--- config.mk ---
export PLATFORM = sky130hd
export DESIGN_NAME = id_stage
export DESIGN_NICKNAME = d
export VERILOG_FILES = /design/src/rtl/id_stage_pkg.sv /design/src/rtl/id_decode.sv /design/src/rtl/id_stage.sv
export SDC_FILE = /design/constraint.sdc
export NUM_CORES = 1
export LEC_CHECK = 0
export CORE_AREA = 2 2 130 132
export DETAILED_ROUTE_END_ITERATION = 12
export DIE_AREA = 0 0 132 134
export PLACE_DENSITY_LB_ADDON = 0.15
export SETUP_SLACK_MARGIN = 0.02
export SLEW_MARGIN = 10
export SYNTH_ARGS = -nofsm -noshare
export SYNTH_HDL_FRONTEND = slang
export SYNTH_SLANG_ARGS = --single-unit
--- constraint.sdc ---
create_clock -name clk_i -period 7.2 [get_ports clk_i]
set_input_delay 1.44 -clock clk_i [delete_from_list [all_inputs] [get_ports clk_i]]
set_output_delay 1.44 -clock clk_i [all_outputs]
set_load 0.01 [all_outputs]
--- src/rtl/id_stage_pkg.sv ---
// Shared decode constants and ALU operation codes for the ID stage.
package id_stage_pkg;

   typedef enum logic [4:0] {
      ALU_NOP, ALU_ADD, ALU_SUB, ALU_SLL, ALU_SLT, ALU_SLTU, ALU_XOR,
      ALU_SRL, ALU_SRA, ALU_OR, ALU_AND, ALU_ADDI, ALU_SLTI, ALU_SLTIU,
      ALU_XORI, ALU_ORI, ALU_ANDI, ALU_SLLI, ALU_SRLI, ALU_SRAI, ALU_LUI
   } alu_op_e;

   localparam logic [6:0] OPC_OP_IMM = 7'b0010011;
   localparam logic [6:0] OPC_OP     = 7'b0110011;
   localparam logic [6:0] OPC_LUI    = 7'b0110111;

   localparam logic [2:0] F3_ADD  = 3'b000;
   localparam logic [2:0] F3_SLL  = 3'b001;
   localparam logic [2:0] F3_SLT  = 3'b010;
   localparam logic [2:0] F3_SLTU = 3'b011;
   localparam logic [2:0] F3_XOR  = 3'b100;
   localparam logic [2:0] F3_SR   = 3'b101;
   localparam logic [2:0] F3_OR   = 3'b110;
   localparam logic [2:0] F3_AND  = 3'b111;

   localparam logic [6:0] F7_BASE = 7'b0000000;
   localparam logic [6:0] F7_ALT  = 7'b0100000;

endpackage

--- src/rtl/id_decode.sv ---
// Pure combinational RV32I integer-subset decode; anything unsupported comes out
// as NOP with no reads, no write and a zero immediate.
module id_decode
   import id_stage_pkg::*;
#(
   parameter int XLEN    = 32,
   parameter int RADDR_W = 5
) (
   input  logic [31:0]        i_inst,
   output alu_op_e            o_alu_op,
   output logic               o_re1,
   output logic               o_re2,
   output logic [RADDR_W-1:0] o_raddr1,
   output logic [RADDR_W-1:0] o_raddr2,
   output logic               o_we,
   output logic [RADDR_W-1:0] o_waddr,
   output logic               o_use_imm,
   output logic [XLEN-1:0]    o_imm,
   output logic               o_illegal
);

   logic [6:0] w_opc;
   logic [2:0] w_f3;
   logic [6:0] w_f7;
   alu_op_e    w_op;
   logic       w_re1, w_re2, w_use_imm, w_ok;
   logic [XLEN-1:0] w_imm;

   assign w_opc = i_inst[6:0];
   assign w_f3  = i_inst[14:12];
   assign w_f7  = i_inst[31:25];

   always_comb begin
      w_op      = ALU_NOP;
      w_re1     = 1'b0;
      w_re2     = 1'b0;
      w_use_imm = 1'b0;
      w_imm     = '0;
      w_ok      = 1'b1;
      case (w_opc)
         OPC_OP_IMM: begin
            w_re1     = 1'b1;
            w_use_imm = 1'b1;
            w_imm     = XLEN'($signed(i_inst[31:20]));
            case (w_f3)
               F3_ADD:  w_op = ALU_ADDI;
               F3_SLT:  w_op = ALU_SLTI;
               F3_SLTU: w_op = ALU_SLTIU;
               F3_XOR:  w_op = ALU_XORI;
               F3_OR:   w_op = ALU_ORI;
               F3_AND:  w_op = ALU_ANDI;
               F3_SLL: begin
                  w_imm = XLEN'(i_inst[24:20]);
                  if (w_f7 == F7_BASE) w_op = ALU_SLLI;
                  else                 w_ok = 1'b0;
               end
               F3_SR: begin
                  // shift amount only; the funct7 bits select logical/arithmetic
                  w_imm = XLEN'(i_inst[24:20]);
                  if (w_f7 == F7_BASE)     w_op = ALU_SRLI;
                  else if (w_f7 == F7_ALT) w_op = ALU_SRAI;
                  else                     w_ok = 1'b0;
               end
               default: w_ok = 1'b0;
            endcase
         end
         OPC_OP: begin
            w_re1 = 1'b1;
            w_re2 = 1'b1;
            if (w_f7 == F7_BASE) begin
               case (w_f3)
                  F3_ADD:  w_op = ALU_ADD;
                  F3_SLL:  w_op = ALU_SLL;
                  F3_SLT:  w_op = ALU_SLT;
                  F3_SLTU: w_op = ALU_SLTU;
                  F3_XOR:  w_op = ALU_XOR;
                  F3_SR:   w_op = ALU_SRL;
                  F3_OR:   w_op = ALU_OR;
                  F3_AND:  w_op = ALU_AND;
                  default: w_ok = 1'b0;
               endcase
            end else if (w_f7 == F7_ALT && w_f3 == F3_ADD) begin
               w_op = ALU_SUB;
            end else if (w_f7 == F7_ALT && w_f3 == F3_SR) begin
               w_op = ALU_SRA;
            end else begin
               w_ok = 1'b0;
            end
         end
         OPC_LUI: begin
            w_use_imm = 1'b1;
            w_imm     = XLEN'($signed({i_inst[31:12], 12'b0}));
            w_op      = ALU_LUI;
         end
         default: w_ok = 1'b0;
      endcase
      if (!w_ok) begin
         w_op      = ALU_NOP;
         w_re1     = 1'b0;
         w_re2     = 1'b0;
         w_use_imm = 1'b0;
         w_imm     = '0;
      end
   end

   assign o_alu_op  = w_op;
   assign o_re1     = w_re1;
   assign o_re2     = w_re2;
   assign o_raddr1  = w_re1 ? RADDR_W'(i_inst[19:15]) : '0;
   assign o_raddr2  = w_re2 ? RADDR_W'(i_inst[24:20]) : '0;
   assign o_we      = w_ok;
   assign o_waddr   = w_ok ? RADDR_W'(i_inst[11:7]) : '0;
   assign o_use_imm = w_use_imm;
   assign o_imm     = w_imm;
   assign o_illegal = !w_ok;

endmodule

--- src/rtl/id_stage.sv ---
// Decode stage: operand fetch with EXE/MEM forwarding, load-use stall and a
// single valid/ready output register (1-cycle latency, holds under backpressure).
module id_stage
   import id_stage_pkg::*;
#(
   parameter int XLEN    = 32,
   parameter int RADDR_W = 5,
   parameter int FWD_EN  = 1
) (
   input  logic               clk_i,
   input  logic               rst_i,
   input  logic               in_valid_i,
   output logic               in_ready_o,
   input  logic [XLEN-1:0]    inst_addr_i,
   input  logic [31:0]        inst_i,
   output logic [RADDR_W-1:0] reg1_raddr_o,
   output logic [RADDR_W-1:0] reg2_raddr_o,
   output logic               reg1_re_o,
   output logic               reg2_re_o,
   input  logic [XLEN-1:0]    reg1_rdata_i,
   input  logic [XLEN-1:0]    reg2_rdata_i,
   input  logic               exe_we_i,
   input  logic               exe_is_load_i,
   input  logic [RADDR_W-1:0] exe_waddr_i,
   input  logic [XLEN-1:0]    exe_wdata_i,
   input  logic               mem_we_i,
   input  logic [RADDR_W-1:0] mem_waddr_i,
   input  logic [XLEN-1:0]    mem_wdata_i,
   input  logic               flush_i,
   output logic               out_valid_o,
   input  logic               out_ready_i,
   output alu_op_e            aluOp_o,
   output logic [XLEN-1:0]    op1_o,
   output logic [XLEN-1:0]    op2_o,
   output logic               reg_we_o,
   output logic [RADDR_W-1:0] reg_waddr_o,
   output logic [XLEN-1:0]    inst_addr_o,
   output logic               illegal_o
);

   localparam bit L_FWD = (FWD_EN != 0);

   alu_op_e              w_op;
   logic                 w_re1, w_re2, w_we, w_use_imm, w_illegal;
   logic [RADDR_W-1:0]   w_raddr1, w_raddr2, w_waddr;
   logic [XLEN-1:0]      w_imm, w_src1, w_src2, w_op2;
   logic                 w_exe1, w_exe2, w_mem1, w_mem2, w_stall, w_adv, w_accept;

   logic                 r_valid, r_we, r_illegal;
   alu_op_e              r_op;
   logic [XLEN-1:0]      r_op1, r_op2, r_pc;
   logic [RADDR_W-1:0]   r_waddr;

   id_decode #(.XLEN(XLEN), .RADDR_W(RADDR_W)) u_dec (
      .i_inst    (inst_i),
      .o_alu_op  (w_op),
      .o_re1     (w_re1),
      .o_re2     (w_re2),
      .o_raddr1  (w_raddr1),
      .o_raddr2  (w_raddr2),
      .o_we      (w_we),
      .o_waddr   (w_waddr),
      .o_use_imm (w_use_imm),
      .o_imm     (w_imm),
      .o_illegal (w_illegal)
   );

   // Unused source addresses are already 0, so a nonzero match implies the read is enabled.
   assign w_exe1 = exe_we_i && exe_waddr_i == w_raddr1 && w_raddr1 != '0;
   assign w_exe2 = exe_we_i && exe_waddr_i == w_raddr2 && w_raddr2 != '0;
   assign w_mem1 = mem_we_i && mem_waddr_i == w_raddr1 && w_raddr1 != '0;
   assign w_mem2 = mem_we_i && mem_waddr_i == w_raddr2 && w_raddr2 != '0;

   assign w_stall = L_FWD ? (exe_is_load_i && (w_exe1 || w_exe2))
                          : (w_exe1 || w_exe2 || w_mem1 || w_mem2);

   assign w_src1 = (L_FWD && w_exe1 && !exe_is_load_i) ? exe_wdata_i :
                   (L_FWD && w_mem1)                   ? mem_wdata_i :
                   (w_raddr1 != '0)                    ? reg1_rdata_i : '0;
   assign w_src2 = (L_FWD && w_exe2 && !exe_is_load_i) ? exe_wdata_i :
                   (L_FWD && w_mem2)                   ? mem_wdata_i :
                   (w_raddr2 != '0)                    ? reg2_rdata_i : '0;
   assign w_op2  = w_use_imm ? w_imm : w_src2;

   assign w_adv      = !r_valid || out_ready_i;
   assign in_ready_o = w_adv && !w_stall && !flush_i;
   assign w_accept   = in_valid_i && in_ready_o;

   always_ff @(posedge clk_i or negedge rst_i) begin
      if (!rst_i) begin
         r_valid   <= 1'b0;
         r_illegal <= 1'b0;
         r_op      <= ALU_NOP;
         r_op1     <= '0;
         r_op2     <= '0;
         r_we      <= 1'b0;
         r_waddr   <= '0;
         r_pc      <= '0;
      end else begin
         // illegal is a first-presentation pulse, so it never survives a hold cycle
         r_illegal <= w_accept && w_illegal;
         if (flush_i) begin
            r_valid <= 1'b0;
         end else if (w_accept) begin
            r_valid <= 1'b1;
            r_op    <= w_op;
            r_op1   <= w_src1;
            r_op2   <= w_op2;
            r_we    <= w_we;
            r_waddr <= w_waddr;
            r_pc    <= inst_addr_i;
         end else if (w_adv) begin
            r_valid <= 1'b0;
         end
      end
   end

   assign reg1_raddr_o = w_raddr1;
   assign reg2_raddr_o = w_raddr2;
   assign reg1_re_o    = w_re1;
   assign reg2_re_o    = w_re2;
   assign out_valid_o  = r_valid;
   assign aluOp_o      = r_op;
   assign op1_o        = r_op1;
   assign op2_o        = r_op2;
   assign reg_we_o     = r_we;
   assign reg_waddr_o  = r_waddr;
   assign inst_addr_o  = r_pc;
   assign illegal_o    = r_illegal;

endmodule
==> results.cfg, run 1 <==
[timing]
fin_crit_ns = 6.39
setup_viol_count_final = 0
tns_ns = 0
tightest_slew_ns = 0.964
hold_violations = 0
final_max_slew_viol_count = 0
finalClockSkew_ns = 0.0145
max_slew_margin = 0.358
rsz0062_at_grt = false
fin_crit_sh = 0.888
max_freq_mhz = 156

[clocking]
cts_root_buf = clkbuf_16
clock-sinks = 109
cts_made_buffers = 9
htreeDepth = 3
postCtsSetupRepairBufs = 0
clk_pin_slew_ns = 0.08
cts_tree = yes
clkLatencyLatePin_ns = 0.36
cts_buffer_depth = 2
hold_buffers = 0
post_cts_resized = 0

[synth]
yosys_most_used_dff = dfrtp_1
async_flop_share = 1.00
synth.ff_latch_count = 109
synth.avg_cell_area_um2 = 8.75
syn_inst = 761
synth_edf_count = 0
yosys_warnings = 0
netlist_area_mm2 = 0.00666
synth_area_leaders = dfrtp_1 41%, mux2_2 8.8%, nand2_1 6.0%, a31oi_1 5.6%, nor2_1 4.7%
synth.lib_cells_used.distinct = 53
syn_nets = 977
yosysSeqAreaShare = 0.410
synth_top_area_cell = dfrtp_1
yosysTopAreaCellShare = 0.410

[global_route]
grt_pass1_wl_um = 39500
grt_max_degree = 163
overflow = 0
grt_usage = 0.288
antenna_found_initial = 1
grt_pass1_vias = 6838

[worst_setup_path]
worstPathMaxFanout = 9
cp-end-kind = primary output
startpoint_type = input port
path_class = in -> out
arrival_ns = 4.95
timing.critical_path.required_ns = 5.76

[routing]
drt_iter0_markers = 651
drtAntennaViolNets = 0
num_vias = 7123
totalWireLength_um = 25800
firstDrtPassIters = 5
drc = 0
avgViaCountPerCell = 5.56
wl_per_cell_um = 20.2

[job]
cap_viol_max_count = 0

[power]
p_leak_uw = 0.00399
p_total_uw = 1820
irDropWorstVdd_mv = 0.126
powerDensity_mw_per_mm2 = 174

[place]
io_buffers = 331
dp_hpwl_um = 19100
finalWeightedCongestion = 0.941

[die]
core_mm2 = 0.0163
initial_utilization = 0.409
fp-row-count = 47
die-area_mm2 = 0.0177
fp.dieH_um = 134
die_w_um = 132
io_pins = 332

[finish]
area_growth_pct = 57.1
seqCellArea_mm2 = 0.00273
nets = 1272
multiInputGateArea_mm2 = 0.00364
drive_gt1_frac = 0.0895
fill_cells = 1407

[run_status]
status = finished clean

[worst_hold_path]
holdCritPathClass = reg -> reg
## sequential cells by signal, summed over array words and instances, names as in the netlist
| register | flops |
|---|---|
| inst_addr_o | 32 |
| op1_o | 32 |
| op2_o | 32 |
| aluOp_o | 5 |
| reg_waddr_o | 5 |
| illegal_o | 1 |
| out_valid_o | 1 |
| reg_we_o | 1 |
## cell usage in the layout (no fill, tap or decap), types with 9 or more instances in the layout
cell / instances
a21oi_1: 26
a22oi_1: 12
a31o_1: 12
a31oi_1: 60
and2_1: 22
and3_1: 12
buf_4: 10
clkbuf_16: 9
clkdlybuf4s50_1: 330
dfrtp_1: 109
inv_1: 24
mux2_1: 13
mux2_2: 52
nand2_1: 107
nand3_1: 42
nor2_1: 82
nor3_1: 9
o21ai_0: 11
o21ai_1: 19
o32a_1: 19
## power by group
group	leakage, µW	internal [µW]	switching, µW
combinational	0.00251	325	216
clock	0.000158	287	249
sequential	0.00132	697	44.8
total	0.00399	1310	510
## stage by stage
step / hold slack (ns) / cell area [µm²] / cells / setup slack, ns / utilization
after floorplan: 0.529 / 6660 / 761 / 2.44 / -
after global placement: 0.468 / 10100 / 1265 / 0.899 / 0.622
after detailed placement: 0.474 / 10100 / 1265 / 0.838 / 0.622
after CTS: 0.492 / 10500 / 1281 / 0.828 / 0.642
after global routing: 0.509 / 10500 / 1282 / 0.593 / 0.642
final: 0.491 / 10500 / 1282 / 0.809 / 0.642
## layout make-up
| cell class | instances | area share |
|---|---|---|
| well taps | 220 | 0.0263 |
| clock inverters | 6 | 0.00766 |
| flip-flops and latches | 109 | 0.261 |
| clock buffers | 10 | 0.0229 |
| inverters | 24 | 0.00862 |
| repair buffers | 341 | 0.325 |
| multi-input cells | 571 | 0.348 |
| diodes | 1 | 0.000239 |
## final timing paths
path | startpoint | end | slack, ns | depth (start not counted)
worst max-delay path | inst_i[13] | in_ready_o | 0.81 | 10
worst min-delay path | inst_addr_o[12] | inst_addr_o[12] | 0.49 | 1
worst max register to register | out_valid_o | op2_o[14] | 5.03 | 5
worst min register to register | inst_addr_o[12] | inst_addr_o[12] | 0.49 | 1
max in group asynchronous | rst_i | op1_o[18] | 4.82 | 2
min in group asynchronous | rst_i | op2_o[15] | 1.07 | 1
## metal layers
| metal | GRT usage | vias to the layer above | share of wire | wire length [µm] |
|---|---|---|---|---|
| met2 | 0.457 | 339 | 0.46 | 11800 |
| li1 | - | 3338 | - | - |
| met1 | 0.391 | 3396 | 0.43 | 11200 |
| met3 | 0.0510 | 50 | 0.073 | 1880 |
| met5 | 0 | - | 0 | 0 |
| met4 | 0.121 | 0 | 0.037 | 957 |
## worst max-delay path, cell delays in order
cell	delay, ns
clkdlybuf4s50_1	0.56
inv_1	0.17
ha_1	0.33
mux2i_1	0.23
a2111oi_4	0.62
nand3_2	0.20
a2111o_1	0.46
o32ai_1	0.30
a21oi_1	0.14
clkdlybuf4s50_1	0.50
## Yosys cell counts, drive strengths merged, types with 3 or more instances
library cell,number
nor3,9
nand2b,3
nor4,6
and3,12
nand2,107
o211ai,3
inv,24
ha,6
a21oi,26
xnor2,4
xor2,6
nor2,83
clkbuf,31
nand3,43
dfrtp,109
mux2,65
or4,7
and2,22
or2,4
o22a,3
buf,26
a31oi,60
a31o,12
o21ai,30
o32a,19
o31ai,5
a22oi,12
## logic make-up after synthesis
group	Yosys count	share of synthesized area
DFF	109	0.410
muxes	67	0.113
AOI/OAI and AO/OA	185	0.193
xor gates and xnor gates	10	0.0132
buffers and inverters	81	0.0508
adders and majority gates	6	0.0113
and+or+nand+nor	303	0.209
Note: power is estimated with default switching activity, not from simulation.
==> run 2: changes to the inputs <==
Settings changed: CORE_AREA 2 2 130 132 to not set, CORE_MARGIN set to 3, CORE_UTILIZATION set to 44, DIE_AREA 0 0 132 134 to not set, SKIP_LAST_GASP set to 1.
==> results.cfg, run 2 (same netlist as run 1, synthesis figures left out) <==
[routing]
firstDrtPassIters = 6
num_vias = 7203
wl_per_cell_um = 21.3
drc = 0
drt_iter0_markers = 576
avgViaCountPerCell = 5.79
drtAntennaViolNets = 0
totalWireLength_um = 26500

[timing]
fin_ws_ns = 0.776
max_slew_margin = 0.350
max_freq_mhz = 156
fin_crit_sh = 0.892
setup_viol_count_final = 0
fin_crit_ns = 6.42
tightest_slew_ns = 0.967
tns_ns = 0
final_max_slew_viol_count = 0
hold_violations = 0
rsz0062_at_grt = false
finalClockSkew_ns = 0.00805

[finish]
nets = 1272
fill_cells = 1180
instances_no_fill = 1245
drive_gt1_frac = 0.0895
final_common_cell = clkdlybuf4s50_1
area_growth_pct = 56.0
fin_area_mm2 = 0.0104
antenna_cells = 0
final_cell_mix = 330 x clkdlybuf4s50_1, 109 x dfrtp_1, 107 x nand2_1

[die]
die_w_um = 129
initial_utilization = 0.454
io_pins = 332
fp-row-count = 44
core_mm2 = 0.0146
die-area_mm2 = 0.0166
fp.dieH_um = 129

[clocking]
htreeDepth = 3
cts_root_buf = clkbuf_16
clkLatencyLatePin_ns = 0.36
cts_made_buffers = 9
postCtsSetupRepairBufs = 0
hold_buffers = 0
cts_tree = yes
cts_buffer_depth = 2
clk_pin_slew_ns = 0.08
post_cts_resized = 0
clock-sinks = 109

[worst_setup_path]
startpoint_type = input port
cp-end-kind = primary output
worstPathMaxFanout = 9
path_class = in -> out
timing.critical_path.required_ns = 5.76
reg2reg_from = out_valid_o
crit_top_cell = clkdlybuf4s50_1
cp_num_buf_inv = 3
crit_family = compound AO/OA/AOI/OAI gates
arrival_ns = 4.98
critPathSlowestCell = a2111oi_4
cp-startpoint = inst_i[13]
max_stage_delay_ns = 0.60
path_cells = clkdlybuf4s50_1 -> inv_1 -> ha_1 -> mux2i_1 -> a2111oi_4 -> nand3_2 -> a2111o_1 -> o32ai_1 -> a21oi_1 -> clkdlybuf4s50_1

[job]
cap_viol_max_count = 0

[global_route]
overflow = 0
grt_pass1_vias = 6816
grt_usage = 0.306
grt_max_degree = 119
antenna_found_initial = 1
grt_pass1_wl_um = 38900

[worst_hold_path]
holdCritPathClass = reg -> reg
worstHoldStart = inst_addr_o[13]

[run_status]
status = finished clean

[power]
p_leak_uw = 0.00396
irDropWorstVdd_mv = 0.120
powerDensity_mw_per_mm2 = 173

[place]
finalWeightedCongestion = 0.941
io_buffers = 331
dp_cells = 1229
dp_slack_ns = 0.826
dp_hpwl_um = 19900
place_area_mm2 = 0.0101
==> run 2: worst paths after layout <==
kind	end	slack, ns	cells past startpoint
min	inst_addr_o[13]	0.49	1
min reg2reg	inst_addr_o[13]	0.49	1
max	in_ready_o	0.78	10
max in group asynchronous	op2_o[29]	4.85	2
max reg2reg	op2_o[18]	4.51	6
min in group asynchronous	inst_addr_o[25]	1.17	1
==> run 2: per-layer routing <==
layer / share of wire / wire length, µm / track usage / up-vias
li1: - / - / - / 3344
met3: 0.087 / 2300 / 0.0789 / 45
met5: 0 / 0 / 0 / -
met4: 0.030 / 792 / 0.0988 / 0
met1: 0.40 / 10700 / 0.396 / 3458
met2: 0.48 / 12700 / 0.502 / 356
==> run 2: layout make-up <==
type	count	area [µm²]	area share
inverters	24	90.1	0.00868
flip-flops and latches	109	2730	0.263
multi-input cells	571	3640	0.351
clock buffers	10	239	0.0230
well taps	184	230	0.0222
repair buffers	341	3400	0.327
clock inverters	6	56.3	0.00542
==> run 2: power by group <==
group	internal, µW	switching, µW
Combinational	326	221
Clock	250	251
Sequential	697	45.6
Total	1270	518
==> run 2: metrics by stage <==
step / hold slack, ns / utilization / total power (µW)
floorplan: 0.529 / - / 933
global placement: 0.466 / 0.689 / 1290
detailed placement: 0.477 / 0.689 / 1300
CTS: 0.494 / 0.709 / 1800
global route: 0.500 / 0.709 / 1870
finish: 0.491 / 0.709 / 1790
